===== src/rtl/regfile_wb_arbiter.sv =====
// Register-file writeback arbiter: pipeline (A) writes take priority over a
// FIFO of long-latency (B) writes, with squash of stale B entries and an anti-starvation force.
module regfile_wb_arbiter #(
    parameter int unsigned B_DEPTH  = 2,
    parameter int unsigned MAX_WAIT = 4
) (
    input  logic                     clk,
    input  logic                     rst,
    input  logic                     a_valid,
    output logic                     a_ready,
    input  logic [4:0]               a_addr,
    input  logic [31:0]              a_data,
    input  logic                     b_valid,
    output logic                     b_ready,
    input  logic [4:0]               b_addr,
    input  logic [31:0]              b_data,
    output logic                     rf_we,
    output logic [4:0]               rf_wa,
    output logic [31:0]              rf_wd,
    output logic [$clog2(B_DEPTH):0] b_pending
);
    localparam int unsigned AW = $clog2(B_DEPTH);
    localparam int unsigned CW = AW + 1;
    localparam int unsigned WW = $clog2(MAX_WAIT) + 1;

    typedef enum logic [1:0] {IDLE, DRAIN, FORCE_B} state_t;

    state_t             state_q, state_d;
    logic [AW-1:0]      rd_ptr, wr_ptr;
    logic [CW-1:0]      count_q, count_d;
    logic [WW-1:0]      wait_q, wait_d;
    logic [B_DEPTH-1:0] live_q;
    logic [4:0]         addr_mem [B_DEPTH];
    logic [31:0]        data_mem [B_DEPTH];

    logic        head_valid, head_live, a_acc, push, pop, grant_b, starve;
    logic [4:0]  head_addr;
    logic [31:0] head_data;

    always_comb begin
        head_valid = (count_q != '0);
        head_addr  = addr_mem[rd_ptr];
        head_data  = data_mem[rd_ptr];
        head_live  = head_valid && live_q[rd_ptr];
        a_ready    = (state_q != FORCE_B);
        b_ready    = (count_q < CW'(B_DEPTH));
        a_acc      = a_valid && a_ready;
        push       = b_valid && b_ready;
        grant_b    = head_live && ((state_q == FORCE_B) || !a_valid);
        // A dead head leaves regardless of who owns the write port this cycle.
        pop        = head_valid && (grant_b || !live_q[rd_ptr]);
        starve     = head_live && !grant_b;
        count_d    = count_q + CW'(push) - CW'(pop);
        b_pending  = count_q;

        wait_d = wait_q;
        if (!head_valid || pop)
            wait_d = '0;
        else if (starve)
            wait_d = wait_q + WW'(1);

        state_d = IDLE;
        if (starve && (wait_q == WW'(MAX_WAIT - 1)))
            state_d = FORCE_B;
        else if (count_d != '0)
            state_d = DRAIN;
    end

    always_ff @(posedge clk or posedge rst) begin
        if (rst) begin
            state_q <= IDLE;
            rd_ptr  <= '0;
            wr_ptr  <= '0;
            count_q <= '0;
            wait_q  <= '0;
            live_q  <= '0;
            rf_we   <= 1'b0;
            rf_wa   <= '0;
            rf_wd   <= '0;
        end else begin
            state_q <= state_d;
            count_q <= count_d;
            wait_q  <= wait_d;
            if (pop)
                rd_ptr <= rd_ptr + AW'(1);
            if (push)
                wr_ptr <= wr_ptr + AW'(1);

            // Squash older entries hit by A; the entry pushed this cycle is younger and survives.
            for (int unsigned i = 0; i < B_DEPTH; i++) begin
                if (a_acc && (a_addr != '0) && (addr_mem[i] == a_addr))
                    live_q[i] <= 1'b0;
            end
            if (push)
                live_q[wr_ptr] <= 1'b1;

            rf_we <= 1'b0;
            if (grant_b) begin
                rf_we <= (head_addr != '0);
                if (head_addr != '0) begin
                    rf_wa <= head_addr;
                    rf_wd <= head_data;
                end
            end else if (a_acc) begin
                rf_we <= (a_addr != '0);
                if (a_addr != '0) begin
                    rf_wa <= a_addr;
                    rf_wd <= a_data;
                end
            end
        end
    end

    always_ff @(posedge clk) begin
        if (push) begin
            addr_mem[wr_ptr] <= b_addr;
            data_mem[wr_ptr] <= b_data;
        end
    end
endmodule


===== config.mk =====
export PLATFORM = sky130hd
export DESIGN_NAME = regfile_wb_arbiter
export DESIGN_NICKNAME = d
export VERILOG_FILES = /design/src/rtl/regfile_wb_arbiter.sv
export SDC_FILE = /design/constraint.sdc
export NUM_CORES = 1
export LEC_CHECK = 0
export CAP_MARGIN = 25
export CELL_PAD_IN_SITES_DETAIL_PLACEMENT = 1
export CELL_PAD_IN_SITES_GLOBAL_PLACEMENT = 2
export CORE_ASPECT_RATIO = 1.25
export CORE_MARGIN = 2
export CORE_UTILIZATION = 37
export DETAILED_ROUTE_END_ITERATION = 16
export PLACE_DENSITY = 0.9
export SLEW_MARGIN = 20
export SYNTH_ARGS = -nofsm -noshare
export SYNTH_HDL_FRONTEND = slang
export SYNTH_SLANG_ARGS = --single-unit

===== constraint.sdc =====
create_clock -name clk -period 5.9 [get_ports clk]
set_input_delay 1.18 -clock clk [delete_from_list [all_inputs] [get_ports clk]]
set_output_delay 1.18 -clock clk [all_outputs]
set_load 0.01 [all_outputs]

==> impl_metrics.env <==
export IMPL_die_w_um=109
export IMPL_path_clk_slew_ps=50
export IMPL_final_period_utilization_pct=55.5
export IMPL_n_fill_cell=1331
export IMPL_postRouteAntennaNets=0
export IMPL_critPathKind="input pin to flop"
export IMPL_rsz0062_at_grt="false"
export IMPL_ios=120
export IMPL_core_area_um2=13300
export IMPL_synth_nets=421
export IMPL_synth_fa_ha_area_share_pct=0.981
export IMPL_cts_tree="done"
export IMPL_start_util_pct=38.2
export IMPL_required_ps=6200
export IMPL_dp_hpwl_um=8030
export IMPL_use_met3_pct=5.10
export IMPL_yosysTopAreaCellShare_pct=43.6
export IMPL_synth_seq_area_share_pct=67.6
export IMPL_multiInputGateArea_um2=1420
export IMPL_crit_slowest_cell="or4_1"
export IMPL_synth_area_leader_cell="edfxtp_1"
export IMPL_powerDensity_nw_per_um2=483
export IMPL_place_congestion=0.900
export IMPL_antenna_found_initial=1
export IMPL_grt_max_degree=50
export IMPL_crit_arrival_ps=3570
export IMPL_setup_viol=0
export IMPL_routed_wl_um=11900
export IMPL_drive_gt1_share_pct=14.9
export IMPL_post_cts_buffers=0
export IMPL_slew_headroom_pct=52.7
export IMPL_hold_buffers=0
export IMPL_htree_num_levels=4
export IMPL_critPathCaptureType="flop"
export IMPL_yosys_area_share_simple_pct=5.47
export IMPL_vdd_drop_max_uv=205
export IMPL_max_freq_ghz=0.305
export IMPL_clockBufferDepth=2
export IMPL_drtIter0Drc=112
export IMPL_synth_top_family_by_area="compound AO/OA/AOI/OAI gates"
export IMPL_seq_area_um2=3450
export IMPL_grt_pass1_vias=3551
export IMPL_cts_resized=0
export IMPL_grt_busiest_layer="met2"
export IMPL_area_growth_pct=38.9
export IMPL_min_path_type="flop to flop"
export IMPL_ys_warn_count=0
export IMPL_timing_critical_path_cells="clkdlybuf4s50_1, or4_1, o211a_1, buf_4, a31oi_4, inv_4, o221ai_2"
export IMPL_max_stage_delay_ps=530
export IMPL_synth_avg_cell_area_um2=15.0
export IMPL_synth_xor_area_share_pct=2.40
export IMPL_status="completed"
export IMPL_synth_area_mux_share_pct=7.48
export IMPL_ys_ff_latch=123
export IMPL_clockRootBuffer="clkbuf_16"
export IMPL_track_usage_pct=17.4
export IMPL_tns_ps=0
export IMPL_rows=47
export IMPL_final_hold_violation_count=0
export IMPL_startpoint_type="input pin"
export IMPL_overflow=0
export IMPL_clock_sinks=123
export IMPL_insertedDiodeCount=0
export IMPL_fin_cells=649
export IMPL_syn_inst=339
export IMPL_drc_errors=0
export IMPL_total_power_w=0.00342
export IMPL_synthesis_area_um2=5100
export IMPL_numCtsBuffers=17
export IMPL_drv_cap=0
export IMPL_preCtsSetupSlack_ps=2230
export IMPL_die_area_um2=14700
export IMPL_via_per_inst=4.95
export IMPL_grt_pass1_wl_um=19000
export IMPL_fp_dieH_um=135
export IMPL_fin_nets=548
export IMPL_p_leak_nw=2.76
export IMPL_met1_usage_pct=20.7
export IMPL_clk_latency_ps=410
export IMPL_synth_compound_area_share_pct=11.3
export IMPL_fin_worst_skew_ps=6.34
export IMPL_drt_pre_antenna_iters=4
export IMPL_fin_ws_ps=2620
export IMPL_met2_usage_pct=29.6
export IMPL_worstMarginPinSlew_ps=702
export IMPL_routedWlPerCell_um=18.3
export IMPL_drv_slew=0
export IMPL_layout_min_cycle_time_ps=3280
export IMPL_vias=3211
export IMPL_yosys_top_cells_area="edfxtp_1 44%, dfrtp_1 24%, o221ai_2 8.5%"
export IMPL_post_place_cells=617
export IMPL_io_buffers=119
export IMPL_path_max_fanout=35
export IMPL_synth_cell_types=34
-- final timing paths --
kind	from	endpoint	slack, ps	depth (start not counted)
setup reg to reg	rd_ptr	rf_wd[19]	3150	5
hold reg to reg	wait_q[0]	wait_q[0]	430	1
hold / removal	wait_q[0]	wait_q[0]	430	1
min in group asynchronous	rst	rf_wd[24]	1280	3
setup / recovery	a_addr[1]	rf_wd[30]	2620	7
max in group asynchronous	rst	rd_ptr	4140	3
-- cell type report --
cell class,count,share of cell area (%)
inverter,37,2.00
clock buffer,23,6.75
clock inverter,8,1.34
timing repair buffer,125,18.1
multi-input combinational,162,20.1
tap,171,3.02
sequential,123,48.7
-- critical path, delay by kind of cell --
kind	cells	cell delay, ps
and+or+nand+nor	1	530
buffers and inverters	3	1050
AOI/OAI and AO/OA	3	800
-- cell families (layout without fill, tap and decap cells) --
family / after synthesis / after routing
AO/OA/AOI/OAI: 44 / 44
XOR/XNOR: 14 / 14
adder cells (fa/ha/maj): 4 / 4
buffers and inverters: 54 / 193
flip-flops: 123 / 123
multiplexers: 38 / 38
AND/OR/NAND/NOR: 62 / 62
-- cell usage in the layout (no fill, tap or decap), types with 2 or more instances in the layout --
cell,synthesis,layout
a41oi_1,2,2
o221ai_1,3,3
buf_12,0,2
nand2b_1,2,2
clkinv_2,0,4
clkbuf_16,0,17
nor3_1,6,6
inv_1,36,35
a221o_1,5,5
clkbuf_1,7,3
bufinv_16,0,2
nand2_1,34,34
o221ai_2,29,29
nor2_1,8,7
ha_1,4,4
buf_4,0,3
clkbuf_8,0,3
xnor2_1,7,7
clkinvlp_4,0,2
mux2i_1,37,37
dfrtp_1,49,48
clkdlybuf4s50_1,0,119
xor2_1,7,7
edfxtp_1,74,74
nor4_1,3,3
and3_1,3,2
-- synth_stat cells --
library cell / number
nand3_1: 1
nor4b_1: 1
mux2_2: 1
a221o_1: 5
xor2_1: 7
and3_1: 3
nand2_1: 34
inv_1: 36
a41oi_1: 2
or4_1: 1
and2_1: 1
dfrtp_1: 49
o21ai_0: 1
clkbuf_1: 7
o22ai_1: 1
a31oi_4: 1
nor2b_1: 1
nor3b_1: 1
ha_1: 4
o211a_1: 1
buf_6: 4
xnor2_1: 7
nor3_1: 6
o221ai_1: 3
a21oi_1: 1
edfxtp_1: 74
buf_2: 5
inv_4: 1
nor2_1: 8
buf_1: 1
nand2b_1: 2
o221ai_2: 29
mux2i_1: 37
nor4_1: 3
-- flip-flops by register name (all words and copies together) (netlist names) --
name	flops
rd_ptr	1
wait_q	3
rf_wd	32
live_q	2
rf_we	1
data_mem	64
addr_mem	10
wr_ptr	1
state_q	2
rf_wa	5
b_pending	2
-- report_power, final --
part | internal [W] | leakage [nW] | switching (W)
combinational | 0.000554 | 1.22 | 0.000542
sequential | 0.00117 | 1.26 | 0.000156
clock | 0.000649 | 0.279 | 0.000350
total | 0.00238 | 2.76 | 0.00105
-- metal layers --
metal	vias to the layer above	routed length (µm)
li1	1502	-
met1	1599	4780
met2	95	6280
met3	15	673
met4	0	138
met5	-	0
-- through the flow --
stage / area [µm²] / hold slack (ps) / util, %
floorplan: 5100 / 408 / -
global placement: 6440 / 421 / 48.3
detailed placement: 6490 / 434 / 48.6
CTS: 7060 / 436 / 52.9
global route: 7080 / 459 / 53.1
finish: 7080 / 430 / 53.1
Power figures use the tool's default switching activity.
